[src/rtl/cache_mem_arbiter.sv]
// Responder end of the cache-to-memory interface.
// Arbitrates icache fetches and dcache reads/writes onto one single-ported RAM,
// sequencing each access through a small registered FSM. State, grant history,
// the timeout counter and the sticky timeout flag are registered; all handshake
// and RAM-side outputs are decoded combinationally from state and live inputs.
module cache_mem_arbiter #(
  parameter int unsigned WORD_W  = 32,
  parameter int unsigned TIMEOUT = 64,
  parameter int unsigned CNT_W   = 7
) (
  input  logic              CLK,
  input  logic              nRST,
  // icache side
  input  logic              iREN,
  input  logic [WORD_W-1:0] iaddr,
  output logic              iwait,
  output logic [WORD_W-1:0] iload,
  // dcache side
  input  logic              dREN,
  input  logic              dWEN,
  input  logic [WORD_W-1:0] daddr,
  input  logic [WORD_W-1:0] dstore,
  output logic              dwait,
  output logic [WORD_W-1:0] dload,
  // RAM side
  output logic              ramREN,
  output logic              ramWEN,
  output logic [WORD_W-1:0] ramaddr,
  output logic [WORD_W-1:0] ramstore,
  input  logic [WORD_W-1:0] ramload,
  input  logic [1:0]        ramstate,
  // status
  output logic              mem_timeout
);

  localparam logic [1:0] RAM_FREE   = 2'd0;
  localparam logic [1:0] RAM_BUSY   = 2'd1;
  localparam logic [1:0] RAM_ACCESS = 2'd2;
  localparam logic [1:0] RAM_ERROR  = 2'd3;

  // Last counter value that may still wait; the next non-ACCESS cycle abandons.
  localparam logic [CNT_W-1:0] CNT_LAST = CNT_W'(TIMEOUT - 1);

  typedef enum logic [1:0] {
    IDLE   = 2'd0,
    IFETCH = 2'd1,
    DREAD  = 2'd2,
    DWRITE = 2'd3
  } state_t;

  typedef enum logic {
    GRANT_I = 1'b0,
    GRANT_D = 1'b1
  } grant_t;

  state_t           state, state_next;
  grant_t           last_grant, last_grant_next;
  logic [CNT_W-1:0] cnt, cnt_next;
  logic             timeout_set;

  logic             d_rd_req;
  logic             d_wr_req;
  logic             d_req;
  logic             req;
  logic             done;

  // Write beats read when the dcache (illegally) raises both.
  assign d_wr_req = dWEN;
  assign d_rd_req = dREN & ~dWEN;
  assign d_req    = dWEN | dREN;

  // State, grant history, timeout counter and sticky timeout flag.
  always_ff @(posedge CLK or negedge nRST) begin
    if (!nRST) begin
      state       <= IDLE;
      last_grant  <= GRANT_I;
      cnt         <= '0;
      mem_timeout <= 1'b0;
    end else begin
      state      <= state_next;
      last_grant <= last_grant_next;
      cnt        <= cnt_next;
      if (timeout_set) begin
        mem_timeout <= 1'b1;
      end
    end
  end

  // Next-state, arbitration, timeout and combinational handshake/RAM outputs.
  always_comb begin
    state_next      = state;
    last_grant_next = last_grant;
    cnt_next        = cnt;
    timeout_set     = 1'b0;
    req             = 1'b0;
    done            = 1'b0;
    iwait           = 1'b1;
    dwait           = 1'b1;
    iload           = '0;
    dload           = '0;
    ramREN          = 1'b0;
    ramWEN          = 1'b0;
    ramaddr         = '0;
    ramstore        = '0;

    // Request still held by the cache that owns the current access.
    case (state)
      IFETCH:  req = iREN;
      DREAD:   req = d_rd_req;
      DWRITE:  req = d_wr_req;
      default: req = 1'b0;
    endcase

    if (state == IDLE) begin
      // Data wins unless the data side was served last and a fetch is waiting.
      cnt_next = '0;
      if (iREN && (last_grant == GRANT_D || !d_req)) begin
        state_next = IFETCH;
      end else if (d_wr_req) begin
        state_next = DWRITE;
      end else if (d_rd_req) begin
        state_next = DREAD;
      end
    end else if (!req) begin
      // Withdrawn mid-access: enables already low, fall back to IDLE.
      state_next = IDLE;
    end else begin
      case (ramstate)
        RAM_ACCESS: begin
          done       = 1'b1;
          state_next = IDLE;
        end
        RAM_ERROR: begin
          state_next = IDLE;
        end
        RAM_FREE, RAM_BUSY: begin
          if (cnt == CNT_LAST) begin
            timeout_set = 1'b1;
            state_next  = IDLE;
          end else begin
            cnt_next = cnt + CNT_W'(1);
          end
        end
        default: state_next = IDLE;
      endcase
    end

    // RAM enables and completion handshake for the granted cache.
    if (req) begin
      case (state)
        IFETCH: begin
          ramREN  = 1'b1;
          ramaddr = iaddr;
          if (done) begin
            iwait           = 1'b0;
            iload           = ramload;
            last_grant_next = GRANT_I;
          end
        end
        DREAD: begin
          ramREN  = 1'b1;
          ramaddr = daddr;
          if (done) begin
            dwait           = 1'b0;
            dload           = ramload;
            last_grant_next = GRANT_D;
          end
        end
        DWRITE: begin
          ramWEN   = 1'b1;
          ramaddr  = daddr;
          ramstore = dstore;
          if (done) begin
            dwait           = 1'b0;
            last_grant_next = GRANT_D;
          end
        end
        default: ;
      endcase
    end
  end

endmodule

[config.mk]
export PLATFORM = sky130hd
export DESIGN_NAME = cache_mem_arbiter
export DESIGN_NICKNAME = d
export VERILOG_FILES = /design/src/rtl/cache_mem_arbiter.sv
export SDC_FILE = /design/constraint.sdc
export NUM_CORES = 1
export LEC_CHECK = 0
export CAP_MARGIN = 30
export CORE_AREA = 2 2 105 107
export CTS_BUF_LIST = sky130_fd_sc_hd__clkbuf_16
export CTS_CLUSTER_SIZE = 12
export DETAILED_ROUTE_END_ITERATION = 10
export DIE_AREA = 0 0 107 109
export PLACE_DENSITY = 0.68
export REMOVE_ABC_BUFFERS = 1
export SLEW_MARGIN = 5
export SYNTH_ARGS = -nofsm -noshare
export SYNTH_HDL_FRONTEND = slang
export SYNTH_SLANG_ARGS = --single-unit
[constraint.sdc]
create_clock -name CLK -period 2.7 [get_ports CLK]
set_input_delay 0.27 -clock CLK [delete_from_list [all_inputs] [get_ports CLK]]
set_output_delay 0.27 -clock CLK [all_outputs]
set_load 0.01 [all_outputs]
## After elaboration in Yosys (flattened, before gate mapping)

Cells that the tools add are included.
W data, S select, Z words.

| storage, ports and cells | value |
|---|---|
| register bits | 11 |
| bits in latches | 0 |
| bits in writable memories | 0 |
| ROM bits | 0 |
| output and inout bits | 133 |
| memories | 0 |

| operators by class | value |
|---|---|
| $add $sub $neg | 1 |
| multiply operators | 0 |
| div/mod/pow operators | 0 |
| magnitude comparators | 0 |
| eq/ne operators | 12 |
| shift operators | 0 |
| muxes and demuxes | 40 |
| bitwise operators | 3 |
| reductions and logical operators | 15 |

Operators by type and width:

| operator | number |
|---|---|
| $mux W32 | 8 |
| $pmux W32 S2 | 1 |
| $mux W7 | 4 |
| $mux W1 | 18 |
| $mux W2 | 6 |
| $eq A2 B2 Y1 const B | 4 |
| $reduce_or A2 Y1 | 4 |
| $add A7 B1 Y7 const B | 1 |
| $eq A7 B6 Y1 const B | 1 |
| $reduce_bool A2 Y1 | 3 |
| $eq A2 B1 Y1 const B | 2 |
| $logic_not A2 Y1 | 2 |
| $ne A2 B2 Y1 const B | 2 |
| $ne A4 B3 Y1 const B | 1 |
| $ne A4 B4 Y1 const B | 1 |
| $pmux W2 S2 | 1 |
| $reduce_and A4 Y1 | 1 |
| $pmux W1 S3 | 1 |
| $reduce_and A3 Y1 | 1 |
| $ne A2 B1 Y1 const B | 1 |
| $pmux W1 S2 | 1 |
| $reduce_and A2 Y1 | 1 |
| $and A1 B1 Y1 | 1 |
| $logic_and A1 B1 Y1 | 1 |
| other kinds (4) | 4 |

## Depth between registers and ports, before layout

| depth | value |
|---|---|
| depth after elaboration | 8 |
| mapped depth | 8 |

## Least setup slack after synthesis

Ideal clock, no wire load.

| timing path | value |
|---|---|
| kind | register -> output |
| start | register state[1] |
| end | output iload[10] |
| arrival | 1.640 ns |
| data required time | 2.430 ns |
| setup slack | 0.790 ns |
| stages on the path, launching flop included | 9 |
| buffers on the path | 2 |
| path through | dfrtp_1 inv_1 ha_1 buf_6 a22oi_2 a21oi_1 and3_2 clkbuf_1 and2_1 |

| between the ends | value |
|---|---|
| word-level cells in the longest chain between the ends | 7 |

RTL lines:

| what | line | source |
|---|---|---|
| start, declared | 56 | `state_t state, state_next;` |
| start signal, assigned | 80 | `state <= state_next;` |
| $eq A2 B2 Y1 or $eq A2 B1 Y1 (tied branches) | 107, 150 |  |
| $pmux W1 S3 | 107 | `case (state)` |
| $mux W1 | 124 | `end else if (!req) begin` |
| $mux W1 | 114 | `if (state == IDLE) begin` |
| $mux W32 | 154 | `if (done) begin` |
| $mux W32 | 150 | `case (state)` |
| $mux W32 * | 149 | `if (req) begin` |
| end, declared | 17 | `output logic [WORD_W-1:0] iload,` |

Mark *: on every way between the ends. The rest lies on a longest branch, timed or not.

## Worst setup path in the final report

| timing path | value |
|---|---|
| start | register state[0] |
| end | output ramstore[13] |

| between the ends | value |
|---|---|
| word-level cells in the longest chain between the ends | 3 |

RTL lines:

| what | line | source |
|---|---|---|
| $eq A2 B2 Y1 (tied with other cells) | 107, 150 |  |
| $pmux W1 S3 or $mux W32 (tied branches) | 107, 150 |  |
| $mux W32 * | 149 |  |
| end, declared | 29 | `output logic [WORD_W-1:0] ramstore,` |

Marks and branches as above.

==> results.py <==
metrics = {
    "synthesis": {
        "synthMuxAreaShare_pct": 0,
        "synthCells": 262,
        "ys_async_sr_fraction_pct": 100,
        "synth-edff-count": 0,
        "synth_top_family_by_area": "simple AND/OR/NAND/NOR gates",
        "mappedNetlistArea_um2": 1780,
        "synth_compound_area_share_pct": 22.5,
        "syn_avg_cell_area_um2": 6.81,
        "synth_seq_cells": 11,
        "synthXorXnorAreaFrac_pct": 0,
        "synth_fa_ha_area_share_pct": 3.51,
        "yosysWarnings": 0,
        "yosysUniqueCellTypes": 35,
        "yosys.area_share.simple_pct": 50.0,
        "synth_ff_type": "dfrtp_1",
        "yosysSeqAreaShare_pct": 15.4,
    },
    "grt": {
        "grt_pass1_wl_mm": 14.2,
        "antenna_found_initial": 0,
        "grt_max_degree": 38,
        "grt_pass1_vias": 2441,
        "grt.overflow.total": 0,
        "grt_usage_pct": 15.5,
    },
    "place": {
        "dp_cells": 651,
        "placed_cell_area_um2": 4600,
        "gp_congestion": 0.892,
        "portBuffers": 267,
        "dp_hpwl_mm": 8.62,
    },
    "cells_and_area": {
        "final_common_cell": "clkdlybuf4s50_1",
        "fin_nets": 660,
        "multiInputGateArea_um2": 1380,
        "seq_area_um2": 277,
        "nFillCells": 1002,
        "antenna_cells": 0,
        "finalInstanceArea_um2": 4930,
        "mostFrequentLayoutCells": "203 x clkdlybuf4s50_1, 66 x and2_1, 63 x dlymetal6s2s_1",
        "drive_gt1_share_pct": 5.78,
        "final_cells": 659,
        "syn2layout_area_growth_pct": 176,
    },
    "power": {
        "p_clk_share_pct": 14.6,
        "internal_power_w": 0.00104,
        "p_per_area_nw_per_um2": 373,
        "p_leak_nw": 3.05,
        "power_w": 0.00184,
        "comb_power_share_pct": 73.1,
        "ir_drop_v": 0.000379,
        "swShare_pct": 43.4,
        "pwr-share-seq_pct": 12.3,
        "switchingPower_w": 0.000797,
    },
    "timing": {
        "clock_skew_ps": 1.22,
        "rsz0062_at_grt": "true",
        "hold_viol": 0,
        "tightest_slew_ps": 519,
        "whs_ps": 380,
        "setup_viol": 0,
        "period_minus_slack_ps": 2620,
        "max_freq_mhz": 381,
        "maxSlewHeadroom_pct": 65.3,
        "finalMaxSlewViolations": 0,
        "min_period_over_period_pct": 97.1,
    },
    "run_status": {
        "outcome": "complete, no violations",
    },
    "critical_path": {
        "r2r_slack_ps": 640,
        "crit_arrival_ps": 2350,
        "required_ps": 2430,
        "r2r_cells": 7,
        "crit_path_end_kind": "output pin",
        "critPathMaxFanout": 37,
        "r2r-end": "cnt[5]",
        "critPathKind": "flip-flop to output pin",
        "start_kind": "flip-flop",
        "r2r-start": "state[0]",
    },
    "worst_hold_path": {
        "hold_path_class": "primary input to asynchronous set/reset pin",
    },
    "floorplan": {
        "die_h_um": 109,
        "initial_core_util_pct": 16.8,
        "die_x_um": 107,
        "core_um2": 10600,
        "io_pins": 268,
        "fp-row-count": 38,
        "die-area_um2": 11700,
    },
    "route": {
        "drt-total-wl_mm": 10.8,
        "via_per_inst": 4.43,
        "vias": 2922,
        "drc": 0,
        "ant_nets": 0,
        "firstDrtPassIters": 5,
        "wl_per_cell_um": 16.4,
        "drtIter0Drc": 163,
    },
    "cts": {
        "root_buffer": "clkbuf_16",
        "cts.sinks": 11,
        "cts_tree": "built",
        "clk_latency_ps": 240,
        "clockBufferDepth": 2,
        "cts_max_level": 1,
        "clk_pin_slew_ps": 40,
        "cts_buffers": 3,
    },
    "flow_run": {
        "drv_cap": 0,
    },
}
synth_stat cells (all sizes together) (2+ instances only):
library cell  count  area share, %
ha                5            3.5
o41ai             3            1.5
buf               3            1.3
nor2             34            7.2
clkbuf           23            5.5
o21ai             4            1.1
nor3              3           0.84
nand2             4           0.84
or4               2           0.84
or3               2           0.84
dfrtp            11             15
o31ai             3            1.3
nor2b             3            1.1
a21oi             8            2.2
a21o              2           0.91
a22oi            33             14
nand3             4            1.1
inv               6            1.3
and2             66             23
and3             35             13
per-stage QoR:
step                worst slack, ps  util (%)  setup TNS [ps]
global placement                111      43.4               0
global route                  -41.6      46.5           -41.6
floorplan                      -824         -          -60890
finish                         77.6      46.5               0
CTS                           -13.6      44.3           -13.6
detailed placement              116      43.4               0
routing by layer:
metal	share of wire, %	track usage (%)	wire (µm)
met5	0	0	0
met4	0.69	1.95	75
met3	6.1	2.63	666
met2	52	26.8	5580
met1	42	20.9	4510
sequential cells by signal, indices dropped and copies added (netlist names):
signal	cells
cnt	7
state	2
last_grant	1
mem_timeout	1
layout make-up:
class,instances,share of cell area (%)
repair buffers,280,60.8
flip-flops and latches,11,5.61
well taps,140,3.55
inverters,6,0.457
clock buffers,3,1.52
clock inverters,1,0.0761
multi-input cells,218,28.0
critical path, cell delays in order (launching register included):
cell and delay [ps]:
dfrtp_2 430, inv_2 80, ha_2 200, nand3b_1 120, a21oi_2 250, buf_8 240
and3_1 220, clkdlybuf4s50_1 560
worst max-delay path by stage:
stage	start	endpoint	slack (ps)	cells after the start
floorplan	state[1]	dload[0]	-820	6
global placement	dWEN	dload[31]	110	7
detailed placement	dWEN	dload[31]	120	7
CTS	state[0]	ramstore[13]	-10	7
global route	state[0]	ramstore[13]	-40	7
finish	state[0]	ramstore[13]	80	7
power by group through the flow:
stage	clock, W	sequential (W)	combinational [W]
floorplan	0	0.000216	0.000631
global placement	0	0.000222	0.00127
detailed placement	0	0.000226	0.00129
CTS	0.000275	0.000224	0.00132
global route	0.000280	0.000230	0.00146
finish	0.000267	0.000226	0.00134
what timing repair did:
item | in CTS | in global routing
cloned | 0 | 2
pin swaps | 0 | 1
resized for setup | 5 | 69
setup endpoints to repair | 36 | 119
buffers inserted | 0 | 2
hold buffers | 0 | 0
cell families after synthesis:
logic type | count (synthesis)
buf+inv | 33
fa+ha+maj | 5
flops | 11
simple gates | 157
compound gates | 56
Power figures use the tool's default switching activity.
